<file path="src/rtl/inst_encoder_pkg.sv">
// Shared op enum, MIPS32 opcode/func constants and word-building helpers for the
// micro-op to instruction encoder.
package inst_encoder_pkg;

    typedef enum logic [5:0] {
        ENC_OR, ENC_AND, ENC_XOR, ENC_NOR,
        ENC_SLL, ENC_SRL, ENC_SRA, ENC_SLLV, ENC_SRLV, ENC_SRAV,
        ENC_MOVZ, ENC_MOVN, ENC_MFHI, ENC_MTHI, ENC_MFLO, ENC_MTLO,
        ENC_SLT, ENC_SLTU, ENC_ADD, ENC_ADDU, ENC_SUB, ENC_SUBU,
        ENC_MULT, ENC_MULTU,
        ENC_ORI, ENC_ANDI, ENC_XORI, ENC_LUI,
        ENC_ADDI, ENC_ADDIU, ENC_SLTI, ENC_SLTIU,
        ENC_CLZ, ENC_CLO, ENC_MUL,
        ENC_NOP, ENC_LI
    } enc_op_e;

    localparam logic [5:0] ENC_NUM_OPS = 6'd37;

    localparam logic [5:0] EXE_SPECIAL  = 6'b000000;
    localparam logic [5:0] EXE_SPECIAL2 = 6'b011100;
    localparam logic [5:0] EXE_ADDI     = 6'h08;
    localparam logic [5:0] EXE_ADDIU    = 6'h09;
    localparam logic [5:0] EXE_SLTI     = 6'h0A;
    localparam logic [5:0] EXE_SLTIU    = 6'h0B;
    localparam logic [5:0] EXE_ANDI     = 6'h0C;
    localparam logic [5:0] EXE_ORI      = 6'h0D;
    localparam logic [5:0] EXE_XORI     = 6'h0E;
    localparam logic [5:0] EXE_LUI      = 6'h0F;

    localparam logic [5:0] EXE_SLL   = 6'h00;
    localparam logic [5:0] EXE_SRL   = 6'h02;
    localparam logic [5:0] EXE_SRA   = 6'h03;
    localparam logic [5:0] EXE_SLLV  = 6'h04;
    localparam logic [5:0] EXE_SRLV  = 6'h06;
    localparam logic [5:0] EXE_SRAV  = 6'h07;
    localparam logic [5:0] EXE_MOVZ  = 6'h0A;
    localparam logic [5:0] EXE_MOVN  = 6'h0B;
    localparam logic [5:0] EXE_MFHI  = 6'h10;
    localparam logic [5:0] EXE_MTHI  = 6'h11;
    localparam logic [5:0] EXE_MFLO  = 6'h12;
    localparam logic [5:0] EXE_MTLO  = 6'h13;
    localparam logic [5:0] EXE_MULT  = 6'h18;
    localparam logic [5:0] EXE_MULTU = 6'h19;
    localparam logic [5:0] EXE_ADD   = 6'h20;
    localparam logic [5:0] EXE_ADDU  = 6'h21;
    localparam logic [5:0] EXE_SUB   = 6'h22;
    localparam logic [5:0] EXE_SUBU  = 6'h23;
    localparam logic [5:0] EXE_AND   = 6'h24;
    localparam logic [5:0] EXE_OR    = 6'h25;
    localparam logic [5:0] EXE_XOR   = 6'h26;
    localparam logic [5:0] EXE_NOR   = 6'h27;
    localparam logic [5:0] EXE_SLT   = 6'h2A;
    localparam logic [5:0] EXE_SLTU  = 6'h2B;
    localparam logic [5:0] EXE_MUL   = 6'h02;
    localparam logic [5:0] EXE_CLZ   = 6'h20;
    localparam logic [5:0] EXE_CLO   = 6'h21;

    // Operand layout of each op; selects which request fields land in which slots.
    typedef enum logic [3:0] {
        K_RRR, K_SHIFT, K_RD, K_RS, K_RSRT, K_MUL, K_CL, K_IMM, K_LUI, K_NOP, K_BAD
    } enc_kind_e;

    typedef enum logic {ST_IDLE, ST_EMIT2} enc_state_e;

    function automatic logic [31:0] r_word(input logic [5:0] op, input logic [4:0] rs,
                                           input logic [4:0] rt, input logic [4:0] rd,
                                           input logic [4:0] sa, input logic [5:0] func);
        return {op, rs, rt, rd, sa, func};
    endfunction

    function automatic logic [31:0] i_word(input logic [5:0] op, input logic [4:0] rs,
                                           input logic [4:0] rt, input logic [15:0] imm);
        return {op, rs, rt, imm};
    endfunction

endpackage

</file>
<file path="src/rtl/inst_encoder_word.sv">
// Combinational encoder for a single MIPS32 word; LI is resolved by the caller
// into ORI/LUI before it reaches here, so LI and out-of-range ops report !legal.
module inst_enc_word
    import inst_encoder_pkg::*;
(
    input  logic [5:0]  op,
    input  logic [4:0]  rd,
    input  logic [4:0]  rs,
    input  logic [4:0]  rt,
    input  logic [15:0] imm16,
    input  logic [4:0]  sa,
    output logic [31:0] word,
    output logic        legal
);

    enc_kind_e  kind;
    logic [5:0] code;

    always_comb begin
        kind = K_BAD;
        code = 6'd0;
        case (op)
            ENC_OR:    begin kind = K_RRR;   code = EXE_OR;    end
            ENC_AND:   begin kind = K_RRR;   code = EXE_AND;   end
            ENC_XOR:   begin kind = K_RRR;   code = EXE_XOR;   end
            ENC_NOR:   begin kind = K_RRR;   code = EXE_NOR;   end
            ENC_SLL:   begin kind = K_SHIFT; code = EXE_SLL;   end
            ENC_SRL:   begin kind = K_SHIFT; code = EXE_SRL;   end
            ENC_SRA:   begin kind = K_SHIFT; code = EXE_SRA;   end
            ENC_SLLV:  begin kind = K_RRR;   code = EXE_SLLV;  end
            ENC_SRLV:  begin kind = K_RRR;   code = EXE_SRLV;  end
            ENC_SRAV:  begin kind = K_RRR;   code = EXE_SRAV;  end
            ENC_MOVZ:  begin kind = K_RRR;   code = EXE_MOVZ;  end
            ENC_MOVN:  begin kind = K_RRR;   code = EXE_MOVN;  end
            ENC_MFHI:  begin kind = K_RD;    code = EXE_MFHI;  end
            ENC_MTHI:  begin kind = K_RS;    code = EXE_MTHI;  end
            ENC_MFLO:  begin kind = K_RD;    code = EXE_MFLO;  end
            ENC_MTLO:  begin kind = K_RS;    code = EXE_MTLO;  end
            ENC_SLT:   begin kind = K_RRR;   code = EXE_SLT;   end
            ENC_SLTU:  begin kind = K_RRR;   code = EXE_SLTU;  end
            ENC_ADD:   begin kind = K_RRR;   code = EXE_ADD;   end
            ENC_ADDU:  begin kind = K_RRR;   code = EXE_ADDU;  end
            ENC_SUB:   begin kind = K_RRR;   code = EXE_SUB;   end
            ENC_SUBU:  begin kind = K_RRR;   code = EXE_SUBU;  end
            ENC_MULT:  begin kind = K_RSRT;  code = EXE_MULT;  end
            ENC_MULTU: begin kind = K_RSRT;  code = EXE_MULTU; end
            ENC_ORI:   begin kind = K_IMM;   code = EXE_ORI;   end
            ENC_ANDI:  begin kind = K_IMM;   code = EXE_ANDI;  end
            ENC_XORI:  begin kind = K_IMM;   code = EXE_XORI;  end
            ENC_LUI:   begin kind = K_LUI;   code = EXE_LUI;   end
            ENC_ADDI:  begin kind = K_IMM;   code = EXE_ADDI;  end
            ENC_ADDIU: begin kind = K_IMM;   code = EXE_ADDIU; end
            ENC_SLTI:  begin kind = K_IMM;   code = EXE_SLTI;  end
            ENC_SLTIU: begin kind = K_IMM;   code = EXE_SLTIU; end
            ENC_CLZ:   begin kind = K_CL;    code = EXE_CLZ;   end
            ENC_CLO:   begin kind = K_CL;    code = EXE_CLO;   end
            ENC_MUL:   begin kind = K_MUL;   code = EXE_MUL;   end
            ENC_NOP:   begin kind = K_NOP;   code = 6'd0;      end
            default:   begin kind = K_BAD;   code = 6'd0;      end
        endcase
    end

    always_comb begin
        word  = 32'd0;
        legal = 1'b1;
        case (kind)
            K_RRR:   word = r_word(EXE_SPECIAL, rs, rt, rd, 5'd0, code);
            K_SHIFT: word = r_word(EXE_SPECIAL, 5'd0, rt, rd, sa, code);
            K_RD:    word = r_word(EXE_SPECIAL, 5'd0, 5'd0, rd, 5'd0, code);
            K_RS:    word = r_word(EXE_SPECIAL, rs, 5'd0, 5'd0, 5'd0, code);
            K_RSRT:  word = r_word(EXE_SPECIAL, rs, rt, 5'd0, 5'd0, code);
            K_MUL:   word = r_word(EXE_SPECIAL2, rs, rt, rd, 5'd0, code);
            K_CL:    word = r_word(EXE_SPECIAL2, rs, rd, rd, 5'd0, code);
            K_IMM:   word = i_word(code, rs, rd, imm16);
            K_LUI:   word = i_word(code, 5'd0, rd, imm16);
            K_NOP:   word = 32'd0;
            default: legal = 1'b0;
        endcase
    end

endmodule

</file>
<file path="src/rtl/inst_encoder.sv">
// Valid/ready micro-op to MIPS32 word encoder with one registered output stage;
// LI with both halves non-zero is split into LUI then ORI across two hand-offs.
module inst_encoder
    import inst_encoder_pkg::*;
#(
    parameter int CNT_W = 16
) (
    input  logic             clk,
    input  logic             rst,
    input  logic             req_valid,
    output logic             req_ready,
    input  logic [5:0]       req_op,
    input  logic [4:0]       req_rd,
    input  logic [4:0]       req_rs,
    input  logic [4:0]       req_rt,
    input  logic [31:0]      req_imm,
    output logic             inst_valid,
    input  logic             inst_ready,
    output logic [31:0]      inst_o,
    output logic             inst_last,
    output logic             err_o,
    output logic [CNT_W-1:0] inst_count_o
);

    enc_state_e       state_q, state_d;
    logic             vld_q, vld_d;
    logic [31:0]      inst_q, inst_d;
    logic             last_q, last_d;
    logic             err_q, err_d;
    logic [CNT_W-1:0] cnt_q, cnt_d;
    logic [4:0]       li_rd_q, li_rd_d;
    logic [15:0]      li_lo_q, li_lo_d;

    logic        is_li, li_hi_zero, li_lo_zero, li_split;
    logic        handoff, accept;
    logic [5:0]  enc_op;
    logic [4:0]  enc_rd, enc_rs, enc_rt, enc_sa;
    logic [15:0] enc_imm;
    logic [31:0] enc_word;
    logic        enc_legal;

    assign is_li      = (req_op == ENC_LI);
    assign li_hi_zero = (req_imm[31:16] == 16'd0);
    assign li_lo_zero = (req_imm[15:0] == 16'd0);
    assign li_split   = is_li && !li_hi_zero && !li_lo_zero;
    assign handoff    = vld_q && inst_ready;

    // EMIT2 never accepts, so one encoder serves both the request and the pending ORI.
    always_comb begin
        enc_op  = req_op;
        enc_rd  = req_rd;
        enc_rs  = req_rs;
        enc_rt  = req_rt;
        enc_imm = req_imm[15:0];
        enc_sa  = req_imm[4:0];
        if (state_q == ST_EMIT2) begin
            enc_op  = ENC_ORI;
            enc_rd  = li_rd_q;
            enc_rs  = li_rd_q;
            enc_rt  = 5'd0;
            enc_imm = li_lo_q;
            enc_sa  = 5'd0;
        end else if (is_li) begin
            enc_op  = li_hi_zero ? ENC_ORI : ENC_LUI;
            enc_rs  = 5'd0;
            enc_rt  = 5'd0;
            enc_imm = li_hi_zero ? req_imm[15:0] : req_imm[31:16];
            enc_sa  = 5'd0;
        end
    end

    inst_enc_word u_word (
        .op    (enc_op),
        .rd    (enc_rd),
        .rs    (enc_rs),
        .rt    (enc_rt),
        .imm16 (enc_imm),
        .sa    (enc_sa),
        .word  (enc_word),
        .legal (enc_legal)
    );

    always_comb begin
        state_d   = state_q;
        vld_d     = vld_q;
        inst_d    = inst_q;
        last_d    = last_q;
        err_d     = 1'b0;
        cnt_d     = cnt_q;
        li_rd_d   = li_rd_q;
        li_lo_d   = li_lo_q;
        req_ready = 1'b0;
        accept    = 1'b0;

        if (handoff) begin
            cnt_d = cnt_q + CNT_W'(1);
            vld_d = 1'b0;
        end

        case (state_q)
            ST_IDLE: begin
                req_ready = !rst && (!vld_q || inst_ready);
                accept    = req_valid && req_ready;
                if (accept) begin
                    if (!enc_legal) begin
                        err_d = 1'b1;
                    end else begin
                        vld_d   = 1'b1;
                        inst_d  = enc_word;
                        last_d  = !li_split;
                        li_rd_d = req_rd;
                        li_lo_d = req_imm[15:0];
                        if (li_split) state_d = ST_EMIT2;
                    end
                end
            end
            ST_EMIT2: begin
                if (handoff) begin
                    vld_d   = 1'b1;
                    inst_d  = enc_word;
                    last_d  = 1'b1;
                    state_d = ST_IDLE;
                end
            end
            default: state_d = ST_IDLE;
        endcase
    end

    always_ff @(posedge clk) begin
        if (rst) begin
            state_q <= ST_IDLE;
            vld_q   <= 1'b0;
            inst_q  <= 32'd0;
            last_q  <= 1'b0;
            err_q   <= 1'b0;
            cnt_q   <= '0;
            li_rd_q <= 5'd0;
            li_lo_q <= 16'd0;
        end else begin
            state_q <= state_d;
            vld_q   <= vld_d;
            inst_q  <= inst_d;
            last_q  <= last_d;
            err_q   <= err_d;
            cnt_q   <= cnt_d;
            li_rd_q <= li_rd_d;
            li_lo_q <= li_lo_d;
        end
    end

    assign inst_valid   = vld_q;
    assign inst_o       = inst_q;
    assign inst_last    = last_q;
    assign err_o        = err_q;
    assign inst_count_o = cnt_q;

endmodule

</file>
<file path="config.mk">
export PLATFORM = sky130hd
export DESIGN_NAME = inst_encoder
export DESIGN_NICKNAME = d
export VERILOG_FILES = /design/src/rtl/inst_encoder_pkg.sv /design/src/rtl/inst_encoder_word.sv /design/src/rtl/inst_encoder.sv
export SDC_FILE = /design/constraint.sdc
export NUM_CORES = 1
export LEC_CHECK = 0
export ABC_AREA = 1
export BUFFER_PORTS_ARGS = -buffer_cell sky130_fd_sc_hd__buf_2
export CAP_MARGIN = 40
export CORE_MARGIN = 10
export CORE_UTILIZATION = 35
export CTS_BUF_LIST = sky130_fd_sc_hd__clkbuf_4 sky130_fd_sc_hd__clkbuf_8
export CTS_CLUSTER_SIZE = 14
export DETAILED_ROUTE_END_ITERATION = 12
export HOLD_SLACK_MARGIN = 0.05
export PLACE_DENSITY_LB_ADDON = 0.3
export SYNTH_ARGS = -nofsm -noshare
export SYNTH_HDL_FRONTEND = slang
export SYNTH_HIERARCHICAL = 1
export SYNTH_SLANG_ARGS = --single-unit
</file>
<file path="constraint.sdc">
create_clock -name clk -period 7.1 [get_ports clk]
set_input_delay 1.42 -clock clk [delete_from_list [all_inputs] [get_ports clk]]
set_output_delay 1.42 -clock clk [all_outputs]
set_load 0.1 [all_outputs]
</file>
---- Yosys cells after proc, flatten, opt, wreduce, memory -nomap -nowiden ----
Memory sizes are Yosys's and may differ from the RTL's.
Cells that the tools add are included.
operators by class
  divide/modulo/power cells ............... 0
  reductions and logical operators ........ 18
  multiply operators ...................... 0
  $lt $le $gt $ge ......................... 0
  bitwise gates (word level) .............. 2
  equal/unequal tests ..................... 13
  muxes and demuxes ....................... 35
  add/sub/neg operators ................... 1
  shift operators ......................... 0
operators with widths
  kind                                                                     number
  32-bit one-hot mux with 9 select lines                                   1
  32-bit 2-to-1 mux                                                        3
  32-bit one-hot mux with 2 select lines                                   1
  16-bit 2-to-1 mux                                                        3
  5-bit 2-to-1 mux                                                         7
  16-bit zero test                                                         2
  16-bit by 1-bit adder with 16-bit output, second input constant          1
  4-bit by 3-bit equality test with 1-bit output, second input constant    4
  1-bit 2-to-1 mux                                                         14
  6-bit 2-to-1 mux                                                         2
  10-bit OR reduction                                                      1
  4-bit by 2-bit equality test with 1-bit output, second input constant    2
  4-bit equality test, second input constant                               2
  6-bit equality test, second input constant                               1
  1-bit one-hot mux with 2 select lines                                    3
  3-bit AND reduction                                                      2
  1-bit logical AND                                                        5
  1-bit zero test                                                          5
  4-bit by 1-bit equality test with 1-bit output, second input constant    1
  4-bit zero test                                                          1
  2-bit inequality test, second input constant                             2
  3-bit OR reduction                                                       1
  2-bit 2-to-1 mux                                                         1
  2-bit by 1-bit inequality test with 1-bit output, second input constant  1
  other kinds (2)                                                          3
storage, ports and cells
  register bits ........................... 73
  output and inout port bits .............. 52
  latch bits .............................. 0
  bits in read-only memories .............. 640
  memory bits (writable) .................. 0
  memories kept ........................... 1
  word-level logic and storage cells ...... 78
memories
  memory           depth  width  rd ports  clocked after Yosys merged registers in  wr ports  RTL line                 RTL
  (no name shown)  64     10     1         0                                        0         inst_encoder_word.sv:22  case (op)

---- Logic depth before layout (Yosys ltp) ----
An unclocked memory read counts as a cell.
  depth after elaboration ................. 11
  gate-level depth with buffers ........... 26

---- Modules after synthesis ----
The synthesis kept the hierarchy.
by module, submodules not included
  module         times used  cells each  sequential area each (µm²)  area each (µm²)
  inst_encoder   1           552         1,461.4                     3,713.6
  inst_enc_word  1           190         0.0                         978.4

---- Worst setup path after synthesis ----
OpenSTA, ideal clock, no wires.
  path kind ............................... input port to output port
  start point ............................. input rst
  end point ............................... output req_ready
  stages on the path ...................... 6
  arrival time ............................ 3,371 ps
  data required time ...................... 5,680 ps
  setup slack ............................. 2,309 ps
  cells stage by stage .................... buf_2 inv_2 buf_2 clkbuf_1 nand2_1 nor2_1
between the ends
  word-level cells in the longest chain between the ends .. 3
ends and longest elaborated chain
  element            RTL line             RTL
  from (decl)        inst_encoder.sv:9    input logic rst,
  1-bit zero test    inst_encoder.sv:102  req_ready = !rst && (!vld_q || inst_ready);
  1-bit logical AND  inst_encoder.sv:102
  1-bit 2-to-1 mux   inst_encoder.sv:100  case (state_q)
  to (decl)          inst_encoder.sv:11   output logic req_ready,
No other way between the ends.

---- Worst setup path after layout ----
  start point ............................. input req_imm[20]
  end point ............................... register inst_q[6] (netlist: inst_o[6])
between the ends
  word-level cells in the longest chain between the ends .. 10
  elaborated cells on any way between the ends .. 27
  those cells by class .................... eq/ne: 10; mux: 12; reduce/logical: 4; memory: 1
ends and longest elaborated chain
  element                                                                 RTL line                 RTL
  from (decl)                                                             inst_encoder.sv:16       input logic [31:0] req_imm,
  16-bit zero test *                                                      inst_encoder.sv:43       assign li_hi_zero = (req_imm[31:16] == 16'd0);
  2-bit 2-to-1 mux *                                                      inst_encoder.sv:64       enc_op = li_hi_zero ? ENC_ORI : ENC_LUI;
  6-bit 2-to-1 mux *                                                      inst_encoder.sv:63       end else if (is_li) begin
  6-bit 2-to-1 mux *                                                      inst_encoder.sv:56       if (state_q == ST_EMIT2) begin
  named net enc_op[1]                                                     inst_encoder.sv:36       logic [5:0] enc_op;
  memory read 64 x 10 bit *                                               n/a
  4-bit by 1-bit equality test with 1-bit output (tied with other cells)  inst_encoder_word.sv:66  case (kind)
  10-bit OR reduction (no line) *                                         n/a
  1-bit 2-to-1 mux *                                                      inst_encoder_word.sv:66
  named net enc_legal                                                     inst_encoder.sv:40       logic enc_legal;
  2-bit inequality test (no line) *                                       n/a
  3-bit AND reduction (no line) *                                         n/a
  to (signal assigned)                                                    inst_encoder.sv:142      inst_q <= inst_d;
  to (decl)                                                               inst_encoder.sv:27       logic [31:0] inst_q, inst_d;
Mark *: on every way through the listed nets, which the timed path passes. The rest lies on a longest branch. The select of a mux whose other input is x is not followed.
A chain may end at the register's enable or synchronous reset.

==> results_dict.tcl <==
set metrics [dict create \
    drc 0 \
    required_ps 7350 \
    dr_wl_met2_mm 6.46 \
    synth_nets 808 \
    firstDrtPassIters 5 \
    netSwitchingPower_w 0.000379 \
    power_w 0.00107 \
    postLayoutCoreUtil_pct 41.9 \
    cts_sinks 73 \
    rsz0062_at_grt "false" \
    cts_hold_buf 0 \
    cp.arrival_ps 5350 \
    power.density_nw_per_um2 194 \
    design_area_um2 5520 \
    overflow 0 \
    die-width_um 136 \
    totalWireLength_mm 14.2 \
    cts_tree "yes" \
    tightest_slew_ps 660 \
    fin_crit_sh_pct 71.8 \
    dr_wl_met3_um 958 \
    top_layer_used "met4" \
    setup_viol 0 \
    grt_pass1_vias 4772 \
    clkPwrFrac_pct 34.9 \
    cp_num_buf_inv 5 \
    worst_slack_ps 2000 \
    drive_above_1_share_pct 24.5 \
    fillers 1466 \
    syn_area_um2 4690 \
    crit_top_cell "nand3_1" \
    fmax_mhz 196 \
    placed_area_um2 5300 \
    vias 4858 \
    final.min_clock_period_ps 5100 \
    met1_length_mm 6.57 \
    path_delay_family "simple AND/OR/NAND/NOR gates" \
    cts_buffers 9 \
    seqCellArea_um2 1460 \
    setup.worst_path.class "in -> reg" \
    hpwlAfterDp_mm 10.9 \
    path_cells "buf_2, nor2_1, nand3_1, nor2_1, nand2_1, o21ai_0, a21oi_1, ha_1, inv_1, nand3_1, nand3_1, nand3_1, a21oi_1, nand3_1, nand3_1, nand2_2, nor2_4, inv_4, o21ai_4, buf_16, inv_4, nor2_2, nor2_1" \
    cap_violations 0 \
    status "complete, no violations" \
    dieArea_um2 18400 \
    avgSynthCellArea_um2 6.32 \
    worst_ir_drop_vdd_mv 0.111 \
    grt_max_degree 42 \
    hold_viol_final 0 \
    cts.path.max_buffers 2 \
    area_delta_synth_final_pct 17.7 \
    cpMaxStageDelayCell "nand2_1" \
    antenna_found_initial 0 \
    io-pin-count 109 \
    synth-edff-count 0 \
    coreArea_um2 13200 \
    tns_ps 0 \
    diodes 0 \
    hold_path_class "reg -> reg" \
    max_stage_delay_ps 420 \
    clk_pin_slew_worst_paths_ps 80 \
    die_h_um 136 \
    drtAntennaViolNets 0 \
    yosysSeqAreaShare_pct 31.1 \
    post-place-ws_ps 1650 \
    gp_congestion 0.937 \
    yosysUniqueCellTypes 37 \
    vias_per_cell 4.78 \
    async_flop_share_pct 0 \
    multi_input_area_um2 2650 \
    finClkSkew_ps 17.4 \
    track_usage_pct 15.5 \
    path_max_fanout 32 \
    ys_seq_elements 73 \
    wl_per_cell_um 13.9 \
    synth_cells 742 \
    finalMaxSlewViolations 0 \
    num_rows 42 \
    cts_resized 0 \
    seqPwrFrac_pct 40.9 \
    p_int_w 0.000695 \
    ys_warn_count 6 \
    postCtsSetupBuffers 0 \
    htreeDepth 3 \
    initial_core_util_pct 35.6 \
    p_leak_nw 2.88 \
    grt_pass1_wl_mm 23.6 \
    drtIter0Drc 364 \
    critPathLaunchType "input pin" \
    portBuffers 108 \
    ys.flop_type "dfxtp_1" \
    swShare_pct 35.3 \
    finalNetCount 901 \
    p_comb_share_pct 24.3 \
    worst_setup_path_end_kind "flop" \
    clk_latency_ps 360 \
    root_buffer "clkbuf_8" \
    slew_headroom_pct 55.9 \
]
tightest hold or removal path, stage by stage, from the launching register on:
cell     delay [ps]
dfxtp_1         330
o21ai_1          70
nor2_1           70
synthesized netlist by cell type (all sizes together) (2+ instances only):
cell | instances | area [um2]
nand2 | 193 | 769
nor2 | 147 | 674
inv | 87 | 337
o21ai | 75 | 398
dfxtp | 73 | 1460
nand3 | 62 | 325
a21oi | 34 | 170
buf | 23 | 208
clkbuf | 10 | 37.5
nor3 | 10 | 61.3
ha | 9 | 113
nand4 | 3 | 18.8
o21a | 3 | 22.5
a31oi | 2 | 12.5
nor3b | 2 | 15.0
xor2 | 2 | 17.5
power by group through the flow:
stage / clock network (W) / registers (W) / logic (W)
detailed placement: 0 / 0.000448 / 0.000260
global route: 0.000401 / 0.000442 / 0.000286
floorplan: 0 / 0.000533 / 0.000118
CTS: 0.000381 / 0.000439 / 0.000261
global placement: 0 / 0.000449 / 0.000257
finish: 0.000374 / 0.000439 / 0.000260
cell families (layout without fill, tap and decap cells):
| group | after synthesis | count (layout) | share of synthesized area, % |
|---|---|---|---|
| simple gates | 419 | 419 | 40.0 |
| other cells | 1 | 1 | 0.0799 |
| flops | 73 | 73 | 31.1 |
| xor+xnor | 2 | 2 | 0.373 |
| buf+inv | 120 | 218 | 12.4 |
| compound gates | 118 | 118 | 13.6 |
| fa+ha+maj | 9 | 9 | 2.40 |
area by class of cell:
type                       count  area share (%)
clock buffer                  10            2.38
clock inverter                 6            1.65
inverter                      87            6.09
multi-input combinational    549            48.0
sequential                    73            26.5
tap                          176            3.99
timing repair buffer         115            11.5
state kept, by name, summed over array words and instances, names as in the netlist:
signal / count
err_o: 1
inst_o: 32
inst_last: 1
inst_count_o: 16
state_q: 1
inst_valid: 1
li_rd_q: 5
li_lo_q: 16
stage by stage:
step	cells	hold slack, ps
finish	1016	493
global route	1016	534
CTS	1016	500
detailed placement	1000	476
global placement	996	475
floorplan	742	474
routing by layer:
| metal | up-vias | GRT usage (%) |
|---|---|---|
| met5 | - | 0 |
| met4 | 0 | 3.89 |
| met2 | 163 | 25.6 |
| met3 | 15 | 3.41 |
| met1 | 2160 | 20.0 |
| li1 | 2520 | - |
path summary, 6_finish.rpt:
kind                                         startpoint                       to  slack [ps]  cells past startpoint
worst max-delay path                        req_imm[20]   inst_o[6]$_SDFFE_PP0P_        2000                     23
worst min-delay path            inst_o[21]$_SDFFE_PP0P_  inst_o[21]$_SDFFE_PP0P_         490                      2
worst max register to register       state_q$_SDFF_PP0_   inst_o[6]$_SDFFE_PP0P_        2960                     19
worst min register to register  inst_o[21]$_SDFFE_PP0P_  inst_o[21]$_SDFFE_PP0P_         490                      2
placed cells by master, fill, tap and decap left out, drive strengths merged:
cell type and instances:
o221ai 1, nand2 193, nand4 3, o21a 3
nor3b 2, conb 1, clkinvlp 3, a211oi 1
o221a 1, clkbuf 10, a31oi 2, o21ai 75
or2 1, nor3 10, ha 9, and2 1
nor2 147, bufinv 2, nand3 62, o21bai 1
inv 88, xor2 2, buf 115, a21oi 34
dfxtp 73
(Power assumes the default switching activity.)
